[config.mk]
export PLATFORM = sky130hd
export DESIGN_NAME = axon_event_scheduler
export DESIGN_NICKNAME = d
export VERILOG_FILES = /design/src/rtl/axon_event_scheduler.sv
export SDC_FILE = /design/constraint.sdc
export NUM_CORES = 2
export LEC_CHECK = 0
export CAP_MARGIN = 20
export CELL_PAD_IN_SITES_DETAIL_PLACEMENT = 0
export CELL_PAD_IN_SITES_GLOBAL_PLACEMENT = 1
export CORE_MARGIN = 1
export CORE_UTILIZATION = 37
export CTS_CLUSTER_DIAMETER = 30
export DETAILED_ROUTE_END_ITERATION = 16
export PLACE_DENSITY_LB_ADDON = 0.3
export REMOVE_ABC_BUFFERS = 1
export SYNTH_ARGS = -nofsm -noshare
export SYNTH_HDL_FRONTEND = slang
export SYNTH_SLANG_ARGS = --single-unit
[constraint.sdc]
create_clock -name wb_clk_i -period 4.6 [get_ports wb_clk_i]
set_input_delay 0.92 -clock wb_clk_i [delete_from_list [all_inputs] [get_ports wb_clk_i]]
set_output_delay 0.92 -clock wb_clk_i [all_outputs]
set_load 0.05 [all_outputs]
[src/rtl/axon_event_scheduler.sv]
// Timestep event scheduler: on a tick, snapshots both cores' spike-axon vectors and streams
// every set bit as a (core, axon) event. Optional build macro SCHED_STRICT_PRIO_EN gives core 0 strict priority.
module axon_event_scheduler #(
    parameter int NUM_AXONS = 256,
    parameter int AXON_W    = $clog2(NUM_AXONS)
) (
    input  logic                 wb_clk_i,
    input  logic                 wb_rst_n_i,
    input  logic                 tick_i,
    input  logic [1:0]           core_en_i,
    input  logic [NUM_AXONS-1:0] spike_axon_0_i,
    input  logic [NUM_AXONS-1:0] spike_axon_1_i,
    output logic                 evt_valid_o,
    input  logic                 evt_ready_i,
    output logic                 evt_core_o,
    output logic [AXON_W-1:0]    evt_axon_o,
    output logic                 busy_o,
    output logic                 done_o,
    output logic [AXON_W:0]      evt_cnt_0_o,
    output logic [AXON_W:0]      evt_cnt_1_o,
    output logic                 tick_ovr_o,
    input  logic                 ovr_clr_i
);

    typedef enum logic [1:0] {
        ST_IDLE = 2'd0,
        ST_SCAN = 2'd1,
        ST_DONE = 2'd2
    } state_t;

    localparam logic [NUM_AXONS-1:0] PEND_ONE = {{(NUM_AXONS-1){1'b0}}, 1'b1};
    localparam logic [AXON_W:0]      CNT_ONE  = {{AXON_W{1'b0}}, 1'b1};

    state_t                 state_r;
    logic [NUM_AXONS-1:0]   pend_0_r, pend_1_r;
    logic                   evt_valid_r, evt_core_r, busy_r, done_r, tick_ovr_r;
    logic [AXON_W-1:0]      evt_axon_r;
    logic [AXON_W:0]        evt_cnt_0_r, evt_cnt_1_r;
`ifndef SCHED_STRICT_PRIO_EN
    logic                   rr_ptr_r;
`endif

    logic                   any_0_s, any_1_s, sel_s, xfer_s, load_s;
    logic [NUM_AXONS-1:0]   pend_sel_s, pend_nxt_s;
    logic [AXON_W-1:0]      axon_s;

    function automatic logic [AXON_W-1:0] lowest_idx(input logic [NUM_AXONS-1:0] v);
        logic [AXON_W-1:0] idx;
        idx = {AXON_W{1'b0}};
        for (int i = NUM_AXONS - 1; i >= 0; i--) begin
            if (v[i]) idx = AXON_W'(i);
        end
        return idx;
    endfunction

    // Arbitration, lowest-bit pick and handshake qualifiers
    always_comb begin
        any_0_s = |pend_0_r;
        any_1_s = |pend_1_r;
`ifdef SCHED_STRICT_PRIO_EN
        sel_s = ~any_0_s;
`else
        if (any_0_s && any_1_s) sel_s = rr_ptr_r;
        else                    sel_s = ~any_0_s;
`endif
        if (sel_s) pend_sel_s = pend_1_r;
        else       pend_sel_s = pend_0_r;
        // v & (v-1) drops exactly the lowest set bit, i.e. the one being loaded
        pend_nxt_s = pend_sel_s & (pend_sel_s - PEND_ONE);
        axon_s     = lowest_idx(pend_sel_s);
        xfer_s     = evt_valid_r & evt_ready_i;
        load_s     = (state_r == ST_SCAN) && (!evt_valid_r || evt_ready_i) && (any_0_s || any_1_s);
    end

    // Sequencer FSM with registered event, status and counter outputs
    always_ff @(posedge wb_clk_i or negedge wb_rst_n_i) begin
        if (!wb_rst_n_i) begin
            state_r     <= ST_IDLE;
            pend_0_r    <= {NUM_AXONS{1'b0}};
            pend_1_r    <= {NUM_AXONS{1'b0}};
            evt_valid_r <= 1'b0;
            evt_core_r  <= 1'b0;
            evt_axon_r  <= {AXON_W{1'b0}};
            busy_r      <= 1'b0;
            done_r      <= 1'b0;
            evt_cnt_0_r <= {(AXON_W+1){1'b0}};
            evt_cnt_1_r <= {(AXON_W+1){1'b0}};
`ifndef SCHED_STRICT_PRIO_EN
            rr_ptr_r    <= 1'b0;
`endif
        end else begin
            case (state_r)
                ST_IDLE: begin
                    if (tick_i) begin
                        pend_0_r    <= spike_axon_0_i & {NUM_AXONS{core_en_i[0]}};
                        pend_1_r    <= spike_axon_1_i & {NUM_AXONS{core_en_i[1]}};
                        evt_cnt_0_r <= {(AXON_W+1){1'b0}};
                        evt_cnt_1_r <= {(AXON_W+1){1'b0}};
                        busy_r      <= 1'b1;
                        state_r     <= ST_SCAN;
                    end
                end
                ST_SCAN: begin
                    if (xfer_s) begin
                        if (evt_core_r) evt_cnt_1_r <= evt_cnt_1_r + CNT_ONE;
                        else            evt_cnt_0_r <= evt_cnt_0_r + CNT_ONE;
                    end
                    if (load_s) begin
                        evt_valid_r <= 1'b1;
                        evt_core_r  <= sel_s;
                        evt_axon_r  <= axon_s;
                        if (sel_s) pend_1_r <= pend_nxt_s;
                        else       pend_0_r <= pend_nxt_s;
`ifndef SCHED_STRICT_PRIO_EN
                        if (any_0_s && any_1_s) rr_ptr_r <= ~sel_s;
`endif
                    end else if (xfer_s) begin
                        evt_valid_r <= 1'b0;
                    end
                    if (!any_0_s && !any_1_s && (!evt_valid_r || xfer_s)) begin
                        done_r  <= 1'b1;
                        state_r <= ST_DONE;
                    end
                end
                ST_DONE: begin
                    done_r  <= 1'b0;
                    busy_r  <= 1'b0;
                    state_r <= ST_IDLE;
                end
                default: begin
                    evt_valid_r <= 1'b0;
                    done_r      <= 1'b0;
                    busy_r      <= 1'b0;
                    state_r     <= ST_IDLE;
                end
            endcase
        end
    end

    // Sticky overrun flag; a new overrun in the same cycle beats the clear
    always_ff @(posedge wb_clk_i or negedge wb_rst_n_i) begin
        if (!wb_rst_n_i)                      tick_ovr_r <= 1'b0;
        else if (tick_i && state_r != ST_IDLE) tick_ovr_r <= 1'b1;
        else if (ovr_clr_i)                    tick_ovr_r <= 1'b0;
        else                                   tick_ovr_r <= tick_ovr_r;
    end

    assign evt_valid_o = evt_valid_r;
    assign evt_core_o  = evt_core_r;
    assign evt_axon_o  = evt_axon_r;
    assign busy_o      = busy_r;
    assign done_o      = done_r;
    assign evt_cnt_0_o = evt_cnt_0_r;
    assign evt_cnt_1_o = evt_cnt_1_r;
    assign tick_ovr_o  = tick_ovr_r;

endmodule
# Word level (Yosys, flattened, before mapping)
# Index checks and enable logic that the tools add are counted.
# totals
register_bits,546
in_bits,519
out_inout_bits,31
elab_cells,349
# op_classes
n_addsub,3
eq_ne,11
mux,285
bitwise,9
reduce_logical,29
# ops
operator,count
8-bit two-way mux,256
256-bit two-way mux,7
256-bit one-hot mux with 2 select lines,2
256-bit AND,3
256-bit OR reduction,2
256-bit by 1-bit subtractor with 256-bit output (second input constant),1
9-bit two-way mux,5
9-bit one-hot mux with 2 select lines,2
9-bit by 1-bit adder with 9-bit output (second input constant),2
4-bit AND reduction,4
2-bit != test (second input constant),7
2-bit AND reduction,5
1-bit two-way mux,7
1-bit logical AND,6
1-bit one-hot mux with 2 select lines,3
2-bit nonzero test,3
1-bit NOT,5
2-bit two-way mux,2
2-bit one-hot mux with 2 select lines,1
1-bit zero test,3
1-bit logical OR,3
3-bit != test (second input constant),1
3-bit AND reduction,1
2-bit by 1-bit equality test with 1-bit output (second input constant),1
other kinds (5),5

# Logic depth before layout (Yosys ltp)
# depth
ltp_word,260
depth_mapped,20
mapped_depth_nobuf,12

# Least setup slack after synthesis
# Ideal clock, no wire load.
# synth_path
path_type,register to register
from,register pend_1_r[12]
to,register evt_axon_r[4] (netlist: evt_axon_o[4])
t_arrival_ps,4169
setup_slack_ps,310
path_stages_with_launch,16
n_path_buf,3
period_less_slack_ps,4290
path_cell_list,dfrtp_1 nor4_2 nand4_1 or4_1 or3_4 o31a_1 buf_2 nor2_2 buf_4 buf_6 mux2_2 or4b_2 o311a_1 o221ai_1 o31ai_1 a22o_1
# synth_via
elab_chain_cells,260
word_cells_on_any_way,263
classes_between,mux: 258; reduce/logical: 5
# synth_rtl
item,line,source
"start, declared",35,"logic [NUM_AXONS-1:0] pend_0_r, pend_1_r;"
"start signal, assigned",80,pend_1_r <= {NUM_AXONS{1'b0}};
"start signal, assigned",96,pend_1_r <= spike_axon_1_i & {NUM_AXONS{core_en_i[1]}};
"start signal, assigned",112,if (sel_s) pend_1_r <= pend_nxt_s;
256-bit OR reduction,59,any_1_s = |pend_1_r;
1-bit logical AND,63,if (any_0_s && any_1_s) sel_s = rr_ptr_r;
1-bit two-way mux,63,
256-bit two-way mux,66,if (sel_s) pend_sel_s = pend_1_r;
8-bit two-way mux (256 in a row),51,if (v[i]) idx = AXON_W'(i);
"end signal, assigned",83,evt_axon_r <= {AXON_W{1'b0}};
"end signal, assigned",111,evt_axon_r <= axon_s;
"end, declared",37,logic [AXON_W-1:0] evt_axon_r;
# Parallel ways exist; a longest one is shown, timed or not.
# A chain may end at the register's enable or synchronous reset.

# Worst setup path after layout
# layout_path
from,register pend_1_r[207]
to,register pend_1_r[250]
# layout_via
elab_chain_cells,9
word_cells_on_any_way,14
classes_between,add/sub: 1; eq/ne: 2; mux: 5; bitwise: 1; reduce/logical: 5
# layout_rtl
item,line,source
256-bit OR reduction,59,
1-bit logical AND,63,
1-bit two-way mux,63,
256-bit two-way mux,66,
256-bit by 1-bit subtractor with 256-bit output,69,pend_nxt_s = pend_sel_s & (pend_sel_s - PEND_ONE);
256-bit AND,69,
256-bit two-way mux,112,
256-bit two-way mux,108,if (load_s) begin
256-bit one-hot mux with 2 select lines,92,case (state_r)
# Parallel ways exist; a longest one is shown, timed or not. The select of a mux whose other input is x is not followed.

==> results.toml <==
[outcome]
status = "finished, violations left"
violations = "negative setup slack"

[synthesis]
synth_seq_area_share = 0.339
ys_ff_latch = 546
ys_types = 90
synth_top_area_share = 0.339
syn_inst = 5548
synth_edf_count = 0
yosys_warnings = 0
synth_area_leader_cell = "dfrtp_1"
synth-main-ff-cell = "dfrtp_1"
synth_area_per_cell_um2 = 7.27
netlist_top_cells_area = "dfrtp_1 34%, nand2_1 9.0%, nor2_1 7.0%"
synth-async-reset-ratio = 1.00
netlist_area_um2 = 40300

[pwr]
finalPower_mw = 50.9
irDropWorstVdd_mv = 0.451
p_per_area_nw_per_um2 = 744
leakage_nw = 29.0

[sta]
fin_hold_ws_ps = 141
fin_crit_ps = 4880
final_min_period_over_clock_period = 1.06
setup_viol = 147
tightestPinTransition_ps = 1160
slew_headroom = 0.217
setup_slack_ps = -279
finalMaxSlewViolations = 0
hold_viol = 0
rsz0062_at_grt = "yes"
max_freq_ghz = 0.205
setup_tns_ps = -15860
clock_skew_ps = 24.1

[worst_setup_path]
required_ps = 5250
worstSetupPathType = "register to register"
crit-reg2reg-launch = "pend_1_r[207]$_DFFE_PN0P_"
cp_max_fo = 7
slowest_delay_ps = 590
worstPathArrival_ps = 5530
rrSetupSlack_ps = -280
setup.worst_path.start_class = "register"
cp.buffers_inverters = 6
setup.worst_path.end_class = "register"
r2r-end = "pend_1_r[250]$_DFFE_PN0P_"
crit_cells = 18
crit_chain = "nor4_2, buf_4, nand4_1, buf_4, or4_1, or3_4, buf_6, o31ai_4, buf_6, nand2_8, buf_6, mux2_4, or4_4, nor4_4, buf_4, and4bb_2, a2bb2oi_2, o21ai_1"
r2r_cells = 18
cp_slowest_cell = "or4_4"
crit_family = "simple AND/OR/NAND/NOR gates"

[cts]
cts_htree_levels = 4
cts_tree = "built"
cts_root_buffer = "clkbuf_16"
clk_pin_slew_ps = 40
clockBufferDepth = 3
cts_sinks = 546
cts_hold_buf = 0
cts_inserted_buffers = 165
clock_latency_ps = 780

[final_layout]
multi_input_area_um2 = 27600
finalNetCount = 7975
synthToLayoutAreaGrowth_pct = 69.7
fillers = 9357
drive_gt1_frac = 0.312
area.sequential_um2 = 13700
final_core_util = 0.637

[global_routing]
grt-ovfl-total = 0
grt_max_degree = 102
grt_pass1_vias = 53984
grt_pass1_wl_mm = 362
antenna_found_initial = 7
gr-usage-all-layers = 0.438

[route]
drtAntennaViolNets = 0
vias = 55757
drt_iter0_drc = 6407
drtPass1Iterations = 6
route.detailed.drc = 0
routedWlPerCell_um = 28.1
routed_wl_mm = 252
via_per_inst = 6.20

[floorplanning]
dieArea_um2 = 110000
fp.dieH_um = 332
num_rows = 120
initial_core_util = 0.375
io_pins = 550
fp.coreArea_um2 = 108000
fp.dieW_um = 332

[run]
cap_viol_max_count = 0

[placed_design]
hpwl_mm = 192
gp_congestion = 1.04
dp_slack_ps = -1320
port_buffers = 549

[min_path]
hp-class = "primary input to async pin"
[sequential cells by signal, indices dropped and copies added (netlist names)]
name         count
pend_0_r       256
pend_1_r       256
evt_valid_o      1
evt_core_o       1
state_r          2
evt_cnt_0_o      9
rr_ptr_r         1
tick_ovr_o       1
done_o           1
busy_o           1
evt_cnt_1_o      9
evt_axon_o       8
[repair_timing]
item,in CTS,in global routing
setup endpoints to repair,517,352
cloned,10,7
resized for setup,332,444
setup buffers,70,73
pin swaps,106,208
[report_power, final]
| group | switching (mW) | internal [mW] |
|---|---|---|
| Sequential | 1.69 | 6.99 |
| Combinational | 17.5 | 13.1 |
| Clock | 3.61 | 7.95 |
[layout by cell type, fill, tap and decap left out, types with 28 or more instances in the layout]
cell,instances
clkbuf_8,34
o211ai_1,28
o21ai_0,286
o21ai_1,67
a21oi_1,434
nand3_1,104
or3_1,76
inv_1,126
o31a_1,30
buf_12,83
nor3_1,185
buf_6,80
a21oi_2,52
a211oi_2,30
nor2_1,737
a31oi_1,221
nor4_1,153
clkinv_2,38
buf_4,1406
dfrtp_1,544
a211oi_1,38
a221o_1,32
clkdlybuf4s50_1,548
and3_1,33
nand4_1,73
o31ai_1,49
or4_1,33
nand2_1,953
clkbuf_1,29
mux2i_1,111
clkbuf_16,173
[layout make-up]
cell class / count / area share
Clock buffer: 229 / 0.0691
Sequential cell: 546 / 0.200
Multi-Input combinational cell: 4468 / 0.403
Clock inverter: 73 / 0.0136
Timing Repair Buffer: 2146 / 0.282
Tap cell: 1403 / 0.0257
Inverter: 127 / 0.00697
Antenna cell: 2 / 0.0000731
[worst max-delay path by stage]
stage | startpoint | to | slack [ps]
5_1_grt | pend_1_r[152]$_DFFE_PN0P_ | pend_0_r[250]$_DFFE_PN0P_ | -320
3_5_place_dp | pend_1_r[146]$_DFFE_PN0P_ | evt_axon_o[0]$_DFFE_PN0P_ | -1320
6_report | pend_1_r[207]$_DFFE_PN0P_ | pend_1_r[250]$_DFFE_PN0P_ | -280
2_1_floorplan | pend_1_r[12]$_DFFE_PN0P_ | pend_0_r[126]$_DFFE_PN0P_ | -33210
3_3_place_gp | pend_1_r[146]$_DFFE_PN0P_ | pend_1_r[130]$_DFFE_PN0P_ | -1300
4_1_cts | pend_1_r[23]$_DFFE_PN0P_ | pend_0_r[253]$_DFFE_PN0P_ | -150
[through the flow]
stage | cells | instance area (um^2)
after global placement | 8541 | 57500
after CTS | 8919 | 65700
final | 8994 | 68400
after floorplan | 5141 | 38600
after detailed placement | 8542 | 57600
after global routing | 8992 | 68400
[synthesized netlist by cell type (37+ instances only)]
master / n
inv_1: 127
a31oi_1: 237
clkbuf_1: 256
or4_1: 52
dfrtp_1: 546
or3_1: 83
a211oi_1: 70
a21oi_1: 489
nand3_1: 114
buf_2: 108
and3_1: 37
nand4_1: 73
o31ai_1: 59
nor2_1: 751
a221oi_1: 39
nand2_1: 971
nor4_1: 185
o21ai_0: 356
mux2i_1: 138
nor3_1: 228
[routing by layer]
| layer | vias up | routed length, um | part of all wire | GRT usage |
|---|---|---|---|---|
| li1 | 24323 | - | - | - |
| met1 | 27074 | 101000 | 0.40 | 0.571 |
| met2 | 3571 | 111000 | 0.44 | 0.679 |
| met3 | 781 | 24700 | 0.098 | 0.0883 |
| met4 | 8 | 15800 | 0.062 | 0.242 |
| met5 | - | 96 | 0.00038 | 0 |
[cell families (layout without fill, tap and decap cells)]
kind of cell / Yosys count / in the layout / share of synthesized area
XOR/XNOR: 10 / 10 / 0.00217
flip-flops: 546 / 546 / 0.339
multiplexers: 170 / 170 / 0.0432
other: 0 / 2 / 0
AO/OA/AOI/OAI: 1662 / 1662 / 0.262
AND/OR/NAND/NOR: 2624 / 2624 / 0.297
adder cells (fa/ha/maj): 2 / 2 / 0.000620
buffers and inverters: 534 / 2575 / 0.0557
Note: power is estimated with default switching activity, not from simulation.
